### src/rtl/demux_4x_nbit_reg.sv
// 1-to-4 demultiplexer with one single-entry output register per channel.
// Each channel uses a ready/valid handshake and supports full throughput (drain and refill in one cycle).
module demux_4x_nbit_reg #(
    parameter int BUS_WIDTH = 8
) (
    input  logic                 clk,
    input  logic                 rst_n,
    input  logic [BUS_WIDTH-1:0] in_data,
    input  logic [1:0]           in_sel,
    input  logic                 in_valid,
    output logic                 in_ready,
    output logic [BUS_WIDTH-1:0] out_a,
    output logic [BUS_WIDTH-1:0] out_b,
    output logic [BUS_WIDTH-1:0] out_c,
    output logic [BUS_WIDTH-1:0] out_d,
    output logic [3:0]           out_valid,
    input  logic [3:0]           out_ready
);

    logic [BUS_WIDTH-1:0] data_q [4];
    logic [3:0]           valid_q;
    logic [3:0]           drain;
    logic [3:0]           load;

    // A channel can accept when it is empty or being drained this cycle.
    always_comb begin
        drain    = valid_q & out_ready;
        in_ready = ~valid_q[in_sel] | out_ready[in_sel];
        load     = '0;
        if (in_valid && in_ready) begin
            load[in_sel] = 1'b1;
        end
    end

    always_ff @(posedge clk or negedge rst_n) begin
        if (!rst_n) begin
            valid_q <= '0;
            for (int unsigned k = 0; k < 4; k++) begin
                data_q[k] <= '0;
            end
        end else begin
            for (int unsigned k = 0; k < 4; k++) begin
                // Load wins over drain so a simultaneous drain/refill keeps valid high.
                if (load[k]) begin
                    data_q[k]  <= in_data;
                    valid_q[k] <= 1'b1;
                end else if (drain[k]) begin
                    valid_q[k] <= 1'b0;
                end
            end
        end
    end

    assign out_a     = data_q[0];
    assign out_b     = data_q[1];
    assign out_c     = data_q[2];
    assign out_d     = data_q[3];
    assign out_valid = valid_q;

endmodule

### config.mk
export PLATFORM = sky130hd
export DESIGN_NAME = demux_4x_nbit_reg
export DESIGN_NICKNAME = d
export VERILOG_FILES = /design/src/rtl/demux_4x_nbit_reg.sv
export SDC_FILE = /design/constraint.sdc
export NUM_CORES = 1
export LEC_CHECK = 0
export ABC_AREA = 1
export BUFFER_PORTS_ARGS = -buffer_cell sky130_fd_sc_hd__buf_2
export CAP_MARGIN = 15
export CORE_MARGIN = 2
export CORE_UTILIZATION = 50
export CTS_BUF_LIST = sky130_fd_sc_hd__clkbuf_8 sky130_fd_sc_hd__clkbuf_16
export DETAILED_ROUTE_END_ITERATION = 7
export PLACE_DENSITY = 0.81
export SLEW_MARGIN = 10
export SYNTH_ARGS = -nofsm -noshare
export SYNTH_HDL_FRONTEND = slang
export SYNTH_SLANG_ARGS = --single-unit
export TNS_END_PERCENT = 1
### constraint.sdc
create_clock -name clk -period 1.4 [get_ports clk]
set_input_delay 0.28 -clock clk [delete_from_list [all_inputs] [get_ports clk]]
set_output_delay 0.28 -clock clk [all_outputs]
set_load 0.02 [all_outputs]
## Word-level counts from Yosys, hierarchy flattened

Cells that the tools add are included.
Widths: inputs -> output; s select.

| storage, ports and cells | value |
|---|---|
| register bits | 36 |
| bits of input ports | 17 |
| output and inout port bits | 37 |
| logic and storage cells | 34 |

| operators by class | value |
|---|---|
| $lt $le $gt $ge | 2 |
| muxes and demuxes | 15 |
| bitwise gates (word level) | 3 |
| reduce and logical (&&, ||, !) cells | 6 |

Operators by type and width:

| operator | count |
|---|---|
| $mux 1 | 11 |
| $reduce_bool 2->1 | 4 |
| $and 4x4->4 | 1 |
| $bmux 1 s2 | 2 |
| $mux 4 | 1 |
| $lt 2x3->1 const B | 1 |
| $demux 1 s2 | 1 |
| $ge 2x1->1 const B | 1 |
| $logic_and 1x1->1 | 2 |
| $not 1->1 | 1 |
| $or 1x1->1 | 1 |

## Depth between registers and ports, before layout

Gate-level depths: netlist of the first run.

| depth | value |
|---|---|
| depth after elaboration | 7 |
| gate-level depth with buffers | 10 |
| depth with buffers taken out | 9 |

## Least setup slack after synthesis of the first run

Ideal clock, no wire load.

| path | value |
|---|---|
| path type | reg2out |
| start point | register valid_q[3], in the netlist out_valid[3] |
| end point | output port in_ready |
| data arrival time | 1.007 ns |
| data required time | 1.120 ns |
| path slack | 0.113 ns |
| cell stages (with the launch flop) | 7 |
| buffers on the path | 1 |
| path through | dfrtp_1 nand2_1 nand2_1 nand2_1 nand2_2 nand2_8 buf_12 |

| between the ends | value |
|---|---|
| cells in the longest elaborated chain, start to end | 4 |

RTL lines:

| element | line | source |
|---|---|---|
| from (decl) | 21 | `logic [3:0] valid_q;` |
| from (signal assigned) | 37 | `valid_q <= '0;` |
| from (signal, indexed assignment) | 46 | `valid_q[k] <= 1'b1;` |
| from (signal, indexed assignment) | 48 | `valid_q[k] <= 1'b0;` |
| $bmux 1 s2 | 28 | `in_ready = ~valid_q[in_sel] \| out_ready[in_sel];` |
| $mux 1 (implied by the code) | 28 |  |
| $not 1->1 | 28 |  |
| $or 1x1->1 | 28 |  |
| to (decl) | 11 | `output logic in_ready,` |

No other way between the ends. The select of a mux whose other input is x is not followed.

## Worst setup path after layout of the first run

| path | value |
|---|---|
| start point | register valid_q[0], in the netlist out_valid[0] |
| end point | output port in_ready |

The elaborated chain is that of the path after synthesis.

==> results.md, run 1 <==
- Average wire length per cell after detail routing: 13.73 um
- Antenna fix cells: 0
- Critical Path Start Type: flop
- Global placer's final weighted congestion: 0.8588
- Result of the run: finished, violations left
- Most common library cell in the layout ignoring fill and taps: sky130_fd_sc_hd__nand2_1
- CTS tree: built
- Cell Pwr Density: 1397 mW/mm^2
- Clock-pin slew on the worst setup and hold paths: around 70 ps
- Final cycle utilization of the critical path: 102.8%
- Portion of the post-synthesis area used by sequential elements: 53.14%
- Total of fill cells in the finished design: roughly 250
- Fin crit period: 1440 ps
- Utilization after layout: around 68%
- Footprint of the multi-input gates: between 600 and 700 um^2
- GRT met2 Usage: 37.23%
- Area of the die: 0.003873 mm^2
- Setup repair after global routing missed its margin: true
- Hold Crit Class: input pin to flop
- Total setup violations reported at the end of the flow: 1
- Worst setup slack for register-to-register paths: around 30 ps
- Largest area contributor in the synthesized netlist: sky130_fd_sc_hd__dfrtp_1
- Max rail drop VDD: between 0.9 and 1 mV
- Most area-consuming cells after synthesis: sky130_fd_sc_hd__dfrtp_1 53%, sky130_fd_sc_hd__nand2_1 16%, sky130_fd_sc_hd__nand4_1 12%
- Maximum root-to-sink buffer count: 2
- I/O Pins: 54
- Number of remaining DRC errors: 0
- Total number of vias: 1531
- Overall die height: 62.23 um
- Site row count: 21
- Top Usage Layer GRT: met2
- Sequential cell area in the final layout: 900.9 um^2
- Total Routed Length: about 4000 um
- Type of element capturing the critical path: primary output
- Floorplan die width: 62.23 um
- Post-route clock skew: 7.227 ps
- Total number of clock tree sinks: 36
- Post-route cell area: 0.002242 mm^2
- Floorplan Core Area: between 0.003 and 0.004 mm^2
- Pin count of the biggest net entering global routing: 20
- Wire length of the first global-routing pass: 6810 um
- Post-synthesis cell area: around 0.0017 mm^2
- Max transition margin: between 70% and 80%
- Effective utilization at floorplan: between 50% and 60%
- Leakage power of the design: 0.001239 uW
- Initial antenna violation count: 0
- Final instance count without filler cells: approximately 300
- Area share of the leading cell type in the synthesized netlist: 53.14%
- Clock Latency Late Sink: ~290 ps
- Fmax achieved: slightly below 0.7 GHz
- Count of final max-slew check failures: 0
- H-tree depth: 2
- Number of design-rule violations left by the first detailed-router iteration: 75
- Overall overflow remaining after global route: 0
- Number of max-cap violations: 0
- Post-synth net total: 194
- Violated checks: negative setup slack
- Cells after DPL: 280
- Gate count after technology mapping: approximately 180
- Overall power after layout: 3132 uW
- Final Worst Setup Slack: -39.77 ps
- Via count of the first global-routing pass: 1468
- GR Util met3: 6.522%
- Count of state elements after synthesis: 36
- Met1 Use GR: approximately 28%
- Vias per cell: 5.138
- Cell Area, Placed: around 0.002 mm^2
- Share of cells above drive strength 1: 38.89%
- Per-instance average area after synthesis: ~9.6 um^2
- Number of clock buffers inserted by TritonCTS: 5
- Count of buffers from port buffering: 53
- Total global-route track usage: 22.63%
- Clock tree root driver cell: sky130_fd_sc_hd__clkbuf_8
- Commonest cells after routing, fill and taps aside: 73 x sky130_fd_sc_hd__nand2_1, 52 x sky130_fd_sc_hd__buf_2, 36 x sky130_fd_sc_hd__dfrtp_1
- Number of warnings printed during yosys synthesis: 0
- Pre-CTS setup slack: -46.60 ps
- First-pass DRT Iterations: 5
- Half-perimeter wire length of the detailed placement result: 2847 um
- Data arrival time of the critical path: 1160 ps
- Required time of the critical path: 1120 ps
- Residual antenna-violating net count after detailed routing: 0
- Total Nets Final: 268
- CP Class: flop to primary output
- Fin. Hold Viols: 0
- P&R area growth vs syn: 32.25%
- Measured slew at the worst slew-check pin: 418.0 ps
- Largest driver fanout on the critical path: 2
- Count of cell types in the netlist: 20
-- critical path, cell delays in order, from the launching register on --
cell and delay (ps):
sky130_fd_sc_hd__dfrtp_1 390, sky130_fd_sc_hd__nand2_1 80, sky130_fd_sc_hd__nand2_1 60, sky130_fd_sc_hd__nand2_1 70, sky130_fd_sc_hd__nand2_2 90, sky130_fd_sc_hd__nand2_8 80, sky130_fd_sc_hd__buf_6 110
-- per-layer routing --
layer,wire length [um],part of all wire [%],vias up
li1,-,-,744
met1,1803,44,706
met2,1913,47,67
met3,246,6.0,14
met4,130,3.2,0
met5,0,0,-
-- sequential cells by signal, summed over array words and instances, names as in the netlist --
name / cells
out_c: 8
out_valid: 4
out_a: 8
out_d: 8
out_b: 8
-- cells by family after synthesis --
kind of cell | Yosys count | share of synthesized area [%]
compound gates | 4 | 1.181
flops | 36 | 53.14
buf+inv | 16 | 7.158
simple gates | 121 | 38.52
-- final timing paths --
| path | from | to | depth (start not counted) |
|---|---|---|---|
| min reg2reg | out_c[6] | out_c[6] | 2 |
| max | out_valid[0] | in_ready | 6 |
| min | out_ready[1] | out_valid[1] | 2 |
| min in group asynchronous | rst_n | out_c[5] | 2 |
| max reg2reg | out_valid[0] | out_a[5] | 9 |
| max in group asynchronous | rst_n | out_d[7] | 3 |
-- power breakdown --
group | internal [uW] | total, uW | switching [uW]
combinational | 324 | 919 | 594
sequential | 1240 | 1340 | 101
clock | 521 | 877 | 357
-- per-stage QoR --
| step | setup TNS [ps] | hold slack [ps] |
|---|---|---|
| 2_1_floorplan | 0 | -15.59 |
| 3_3_place_gp | -32.98 | 237.4 |
| 3_5_place_dp | -670.1 | 236.6 |
| 4_1_cts | -23.52 | 197.1 |
| 5_1_grt | -404.5 | 205.1 |
| 6_report | -39.77 | 195.2 |
-- layout make-up --
| cell class | instances | area share (%) |
|---|---|---|
| tap | 46 | 2.567 |
| sequential | 36 | 40.18 |
| clock buffer | 5 | 3.069 |
| timing repair buffer | 76 | 21.15 |
| clock inverter | 3 | 1.730 |
| multi-input combinational | 125 | 30.02 |
| inverter | 7 | 1.283 |
-- cells in the mapped netlist --
| master | instances |
|---|---|
| sky130_fd_sc_hd__clkinv_1 | 1 |
| sky130_fd_sc_hd__buf_2 | 4 |
| sky130_fd_sc_hd__nand3_4 | 4 |
| sky130_fd_sc_hd__buf_6 | 2 |
| sky130_fd_sc_hd__o21ai_0 | 4 |
| sky130_fd_sc_hd__buf_8 | 2 |
| sky130_fd_sc_hd__nand3_2 | 1 |
| sky130_fd_sc_hd__nand2_8 | 1 |
| sky130_fd_sc_hd__dfrtp_1 | 36 |
| sky130_fd_sc_hd__inv_1 | 4 |
| sky130_fd_sc_hd__buf_12 | 1 |
| sky130_fd_sc_hd__nand2_2 | 4 |
| sky130_fd_sc_hd__nand2_1 | 73 |
| sky130_fd_sc_hd__nor2_8 | 1 |
| sky130_fd_sc_hd__nand3_1 | 2 |
| sky130_fd_sc_hd__nand4_1 | 32 |
| sky130_fd_sc_hd__inv_2 | 1 |
| sky130_fd_sc_hd__nor2_4 | 1 |
| sky130_fd_sc_hd__inv_4 | 1 |
| sky130_fd_sc_hd__nor2_2 | 2 |
-- repair_timing --
action	in CTS	in global routing
hold buffers	1	0
buffers inserted	6	3
endpoints found under the hold margin	17	0
endpoints found under the setup margin	1	36
pin swaps	4	0
gates cloned	0	0
resized for setup	4	2
No activity file was read; power rests on OpenSTA's default activity.
==> run 2: changes to the inputs <==
CORE_ASPECT_RATIO = 0.8   (was unset)
SETUP_SLACK_MARGIN = 0.3   (was unset)
==> run 2 against run 1 <==
The flow still finishes with violations (negative setup slack). Combinational power rose by 24%. Design area rose by 7.1%. Hold slack improved by 0.89 ps. Count of clock-buffer cells in the layout did not move. Register-to-register slack improved by 20 ps. First-iteration DRC count rose by 59%. Largest cell class unchanged. Highest routed layer unchanged.
==> results.md, run 2 (synthesized netlist as in run 1, its figures left out) <==
- Clock tree root driver cell: sky130_fd_sc_hd__clkbuf_8
- Total global-route track usage: 24.28% (+1.6 points)
- Fmax achieved: 0.7007 GHz (+0.89%)
- Data arrival time of the critical path: 1150 ps (about the same)
- Global placer's final weighted congestion: 0.9336 (+8.7%)
- Clock Latency Late Sink: 290 ps (about the same)
- Count of buffers from port buffering: 53 (unchanged)
- Leakage power of the design: 0.001256 uW (+1.4%)
- Area of the die: 0.003875 mm^2 (about the same)
- Cells on worst reg2reg path: 9 (unchanged)
- Final cycle utilization of the critical path: 101.9% (-0.91 points)
- Critical path depth: 6 (unchanged)
- Launching point of the worst reg2reg path: out_valid[3]
- Highest cell delay on the worst timing path: 410 ps (+20 ps)
- Chain of cells forming the critical path: nand2_1 -> nand2_1 -> nand2_1 -> nand2_2 -> nand2_8 -> buf_6
- First-pass DRT Iterations: 4 (-1)
- Total number of clock tree sinks: 36 (unchanged)
- P&R area growth vs syn: 41.62%
- Highest routed metal layer: met4
- Number of clock buffers inserted by TritonCTS: 5 (unchanged)
- Most common library cell in the layout ignoring fill and taps: sky130_fd_sc_hd__nand2_1
- Antenna fix cells: 0 (unchanged)
- Maximum root-to-sink buffer count: 2 (unchanged)
- Measured slew at the worst slew-check pin: 357.5 ps (-60.53 ps)
- Half-perimeter wire length of the detailed placement result: 2866 um (+0.65%)
- Residual antenna-violating net count after detailed routing: 0 (unchanged)
- Max transition margin: 76.17% (+4.0 points)
- Hold Crit Class: input pin to flop
- Met3 Routed Length: 223 um (-9.3%)
- Type of element capturing the critical path: primary output
- CTS tree: built
- Overall die height: 56.08 um (-9.9%)
- Vias per cell: 5.324 (+3.6%)
- Setup TNS: -27.05 ps (+12.71 ps)
- Initial antenna violation count: 0 (unchanged)
- Critical Path Start Type: flop
- Detailed-routed wire length on met2: 2156 um (+13%)
- Pin count of the biggest net entering global routing: 37 (+85%)
- Post-route worst hold slack: 196.1 ps (+0.8890 ps)
- CP max-delay cell: sky130_fd_sc_hd__dfrtp_2
- Post-route clock skew: 2.935 ps (-4.292 ps)
- Overall overflow remaining after global route: 0 (unchanged)
- Max rail drop VDD: 1.072 mV (+7.9%)
- Count of final max-slew check failures: 0 (unchanged)
- Number of remaining DRC errors: 0 (unchanged)
- Worst r2r dst: out_a[5]
- Commonest cells after routing, fill and taps aside: 72 x sky130_fd_sc_hd__nand2_1, 40 x sky130_fd_sc_hd__buf_6, 34 x sky130_fd_sc_hd__dfrtp_1
- Total of fill cells in the finished design: 224 (-12%)
- Total setup violations reported at the end of the flow: 1 (unchanged)
- Clock-pin slew on the worst setup and hold paths: 60 ps (about the same)
- Effective utilization at floorplan: 53.77% (+2.2 points)
- Average wire length per cell after detail routing: 15.18 um (+11%)
- Pre-CTS setup slack: -82.47 ps (-35.87 ps)
- Routed length on met1: 1918 um (+6.4%)
- Worst setup slack for register-to-register paths: 50 ps (+20 ps)
- Fin crit period: 1427 ps (-12.71 ps)
- Floorplan die width: 69.11 um (+11%)
- H-tree depth: 2 (unchanged)
- Required time of the critical path: 1120 ps (about the same)
- Total Routed Length: 4358 um (+6.5%)
- Capturing instance or port of the critical path: in_ready
- Share of cells above drive strength 1: 38.87% (about the same)
- Worst setup path startpoint: out_valid[3]
- Floorplan Core Area: 0.003153 mm^2 (-4.0%)
- Violated checks: negative setup slack
- Total Nets Final: 264 (-1.5%)
- CP Class: flop to primary output
- Via count of the first global-routing pass: 1539 (+4.8%)
- Number of buffer and inverter instances along the worst setup path: 1 (unchanged)
- Crit path top cell by count: sky130_fd_sc_hd__nand2_1
- I/O Pins: 54 (unchanged)
- Setup repair after global routing missed its margin: true
- Result of the run: finished, violations left
- Gate family responsible for the most delay along the worst path: flip-flops
- Number of design-rule violations left by the first detailed-router iteration: 119 (+59%)
- Largest driver fanout on the critical path: 2 (unchanged)
- Number of max-cap violations: 0 (unchanged)
- Fin. Hold Viols: 0 (unchanged)
- Site row count: 18 (-14%)
- Wire length of the first global-routing pass: 7376 um (+8.3%)
- Final Worst Setup Slack: -27.05 ps (+12.71 ps)
- Total number of vias: 1528 (-0.20%)
- Cell Pwr Density: 1337 mW/mm^2 (-4.3%)
## run 2: cell type report
| type | count | area, um^2 | share of cell area (%) |
|---|---|---|---|
| Sequential cell | 36 | 903.4 | 37.62 |
| Multi-Input combinational cell | 125 | 675.6 | 28.14 |
| Timing Repair Buffer | 72 | 665.6 | 27.72 |
| Clock buffer | 5 | 68.82 | 2.866 |
| Tap cell | 40 | 50.05 | 2.084 |
| Inverter | 7 | 28.78 | 1.199 |
| Clock inverter | 2 | 8.758 | 0.3648 |
## run 2: power breakdown
group	switching, uW	internal [uW]
Combinational	600	538
Clock	345	330
Sequential	158	1240
## run 2: how the worst min path moves through the flow
stage	from	endpoint	depth (start not counted)	slack, ps
after floorplan	rst_n	out_a[0]	0	-20
after global placement	rst_n	out_valid[3]	2	250
after detailed placement	rst_n	out_valid[0]	2	260
after CTS	out_ready[2]	out_valid[2]	2	190
after global routing	out_ready[2]	out_valid[2]	2	210
final	out_ready[3]	out_valid[3]	2	200
## run 2: worst reg2reg max path, delay by kind of cell (launching register included)
kind	cells	cell delay, ps
buffers and inverters	2	340
and+or+nand+nor	7	560
DFF	1	410
## run 2: through the flow
step	total power (uW)	util [%]	cells	instance area, um^2
final	3210	76.15	287	2401
after global routing	3370	76.15	287	2401
after CTS	3203	75.67	287	2386
after detailed placement	2233	64.40	274	2031
after global placement	2210	64.40	274	2031
after floorplan	1905	-	177	1698
## run 2: layer usage
| layer | up-vias | track usage [%] |
|---|---|---|
| li1 | 738 | - |
| met1 | 728 | 31.77 |
| met4 | 0 | 11.48 |
| met2 | 54 | 38.32 |
| met5 | - | 0 |
| met3 | 8 | 5.616 |
## run 2: what timing repair did
| action | in CTS | in global routing |
|---|---|---|
| cloned | 0 | 0 |
| buffers inserted | 5 | 0 |
| hold buffers | 1 | 0 |
| pin swaps | 3 | 2 |
| resized for setup | 73 | 5 |
| hold endpoints to repair | 36 | 0 |
| endpoints found under the setup margin | 72 | 73 |
==> run 3: changes to the inputs <==
CTS_BUF_LIST = unset   (was sky130_fd_sc_hd__clkbuf_8 sky130_fd_sc_hd__clkbuf_16)
==> run 3 against run 2 <==
The flow still finishes with violations (negative setup slack). Wire length is 0.14% higher. Hold slack about the same. Die area stayed put. Critical path depth unchanged. Combinational power is essentially flat. Clock skew about the same. Maximum frequency hardly changed. Via count decreased by 0.65%. Global-route usage is the same. Critical endpoint unchanged. Largest cell class unchanged. Largest power group unchanged. Highest routed layer unchanged.
==> results.md, run 3 (synthesized netlist as in run 1, its figures left out) <==
- Overall power after layout: 3216 uW (+0.17%)
- Pre-CTS setup slack: -82.47 ps (unchanged)
- Total Nets Final: 264 (unchanged)
- Commonest cells after routing, fill and taps aside: 72 x sky130_fd_sc_hd__nand2_1, 40 x sky130_fd_sc_hd__buf_6, 34 x sky130_fd_sc_hd__dfrtp_1
- Maximum root-to-sink buffer count: 2 (unchanged)
- CP max-delay cell: sky130_fd_sc_hd__dfrtp_2
- Type of element capturing the critical path: primary output
- Measured slew at the worst slew-check pin: 357.4 ps (-0.1312 ps)
- Crit path top cell by count: sky130_fd_sc_hd__nand2_1
- Sequential cell area in the final layout: 903.4 um^2 (unchanged)
- Setup repair after global routing missed its margin: true
- Final instance count without filler cells: 287 (unchanged)
- Wire length of the first global-routing pass: 7376 um (unchanged)
- Fin. Hold Viols: 0 (unchanged)
- Floorplan die width: 69.11 um (unchanged)
- GR Util met3: 5.616% (unchanged)
- Total number of clock tree sinks: 36 (unchanged)
- Post-route clock skew: 3.047 ps (+0.1124 ps)
- I/O Pins: 54 (unchanged)
- Effective utilization at floorplan: 53.77% (unchanged)
- Data arrival time of the critical path: 1150 ps (about the same)
- Min-Delay Startpoint: out_ready[3]
- Clock Latency Late Sink: 290 ps (about the same)
- Final cycle utilization of the critical path: 102.0% (about the same)
- Count of buffers from port buffering: 53 (unchanged)
- GRT met2 Usage: 38.32% (unchanged)
- CP Class: flop to primary output
- Vias per cell: 5.289 (-0.65%)
- Number of remaining DRC errors: 0 (unchanged)
- Initial antenna violation count: 0 (unchanged)
- Launching point of the worst reg2reg path: out_valid[3]
- Half-perimeter wire length of the detailed placement result: 2866 um (unchanged)
- Hold Crit Class: input pin to flop
- Cell Pwr Density: 1339 mW/mm^2 (+0.17%)
- Clock-pin slew on the worst setup and hold paths: 60 ps (about the same)
- Violated checks: negative setup slack
- Number of design-rule violations left by the first detailed-router iteration: 127 (+6.7%)
- Result of the run: finished, violations left
- Area of the die: 0.003875 mm^2 (unchanged)
- Number of max-cap violations: 0 (unchanged)
- Worst setup slack for register-to-register paths: 50 ps (about the same)
- Highest cell delay on the worst timing path: 410 ps (about the same)
- Cells on Worst Hold Path: 2 (unchanged)
- Antenna fix cells: 0 (unchanged)
- CTS tree: built
- Max rail drop VDD: 1.071 mV (-0.11%)
- End point of the most critical hold path: out_valid[3]
- Total setup violations reported at the end of the flow: 1 (unchanged)
- Fmax achieved: 0.7006 GHz (about the same)
- Share of cells above drive strength 1: 38.87% (unchanged)
- Leakage power of the design: 0.001252 uW (-0.33%)
- Pin count of the biggest net entering global routing: 37 (unchanged)
- P&R area growth vs syn: 41.62% (unchanged)
- Gate family responsible for the most delay along the worst path: flip-flops
- Overall overflow remaining after global route: 0 (unchanged)
- Top Usage Layer GRT: met2
- Footprint of the multi-input gates: 675.6 um^2 (unchanged)
- Via count of the first global-routing pass: 1539 (unchanged)
- Global placer's final weighted congestion: 0.9336 (unchanged)
- Total global-route track usage: 24.28% (unchanged)
- Total Routed Length: 4364 um (+0.14%)
- Max transition margin: 76.18% (about the same)
- Chain of cells forming the critical path: nand2_1 -> nand2_1 -> nand2_1 -> nand2_2 -> nand2_8 -> buf_6
- Clock tree root driver cell: sky130_fd_sc_hd__clkbuf_8
- Critical Path Start Type: flop
- Site row count: 18 (unchanged)
- Overall die height: 56.08 um (unchanged)
- Count of final max-slew check failures: 0 (unchanged)
- Final Worst Setup Slack: -27.38 ps (-0.3278 ps)
- Number of clock buffers inserted by TritonCTS: 5 (unchanged)
- H-tree depth: 2 (unchanged)
- Worst r2r dst: out_a[5]
- Largest driver fanout on the critical path: 2 (unchanged)
- Total number of vias: 1518 (-0.65%)
- Fin crit period: 1427 ps (+0.3278 ps)
- Cells on worst reg2reg path: 9 (unchanged)
- Average wire length per cell after detail routing: 15.21 um (+0.14%)
- Cells after DPL: 274 (unchanged)
- Total of fill cells in the finished design: 224 (unchanged)
- Met1 Use GR: 31.77% (unchanged)
- Floorplan Core Area: 0.003153 mm^2 (unchanged)
- Required time of the critical path: 1120 ps (about the same)
- Number of buffer and inverter instances along the worst setup path: 1 (unchanged)
- Most common library cell in the layout ignoring fill and taps: sky130_fd_sc_hd__nand2_1
- Residual antenna-violating net count after detailed routing: 0 (unchanged)
- First-pass DRT Iterations: 4 (unchanged)
==> run 3: cell types whose count changed in the layout (fill, tap and decap cells not counted) <==
cell and change:
sky130_fd_sc_hd__clkbuf_1 +1, sky130_fd_sc_hd__inv_1 -1
==> run 3: repair_timing <==
item / 4_1_cts / 5_1_grt
pin swaps: 3 / 2
resized for setup: 73 / 5
hold buffers: 1 / 0
setup endpoints to repair: 72 / 73
cloned: 0 / 0
setup buffers: 5 / 0
endpoints found under the hold margin: 36 / 0
==> run 3: through the flow <==
| stage | TNS, ps | utilization [%] | instance area, um^2 | hold slack [ps] |
|---|---|---|---|---|
| finish | -27.38 | 76.15 | 2401 | 196.6 |
| global route | -574.0 | 76.15 | 2401 | 207.6 |
| CTS | -25.40 | 75.67 | 2386 | 191.1 |
| detailed placement | -949.4 | 64.40 | 2031 | 258.4 |
| global placement | -934.2 | 64.40 | 2031 | 253.6 |
| floorplan | 0 | - | 1698 | -15.59 |
==> run 3: how the worst max path moves through the flow <==
| stage | start | end | slack, ps | cells past startpoint |
|---|---|---|---|---|
| floorplan | in_sel[1] | in_ready | 120 | 7 |
| global route | out_valid[3] | in_ready | -90 | 6 |
| global placement | in_sel[1] | in_ready | -60 | 7 |
| detailed placement | in_sel[1] | out_a[5] | -80 | 9 |
| CTS | out_valid[1] | in_ready | -30 | 6 |
| finish | out_valid[3] | in_ready | -30 | 6 |
==> run 3: power by group <==
group,internal [uW],leakage (uW),switching (uW)
combinational,538,0.000761,600
sequential,1240,0.000450,158
clock,338,0.0000410,344
total,2110,0.00125,1100
==> run 3: area by class of cell <==
cell class,instances,area share (%)
clock buffers,6,3.022
flip-flops and latches,36,37.62
clock inverters,1,0.2084
multi-input cells,125,28.14
well taps,40,2.084
inverters,7,1.199
repair buffers,72,27.72
==> run 3: routing by layer <==
| layer | vias up | wire length, um |
|---|---|---|
| li1 | 737 | - |
| met1 | 721 | 1903 |
| met2 | 52 | 2150 |
| met3 | 8 | 250 |
| met4 | 0 | 60 |
| met5 | - | 0 |
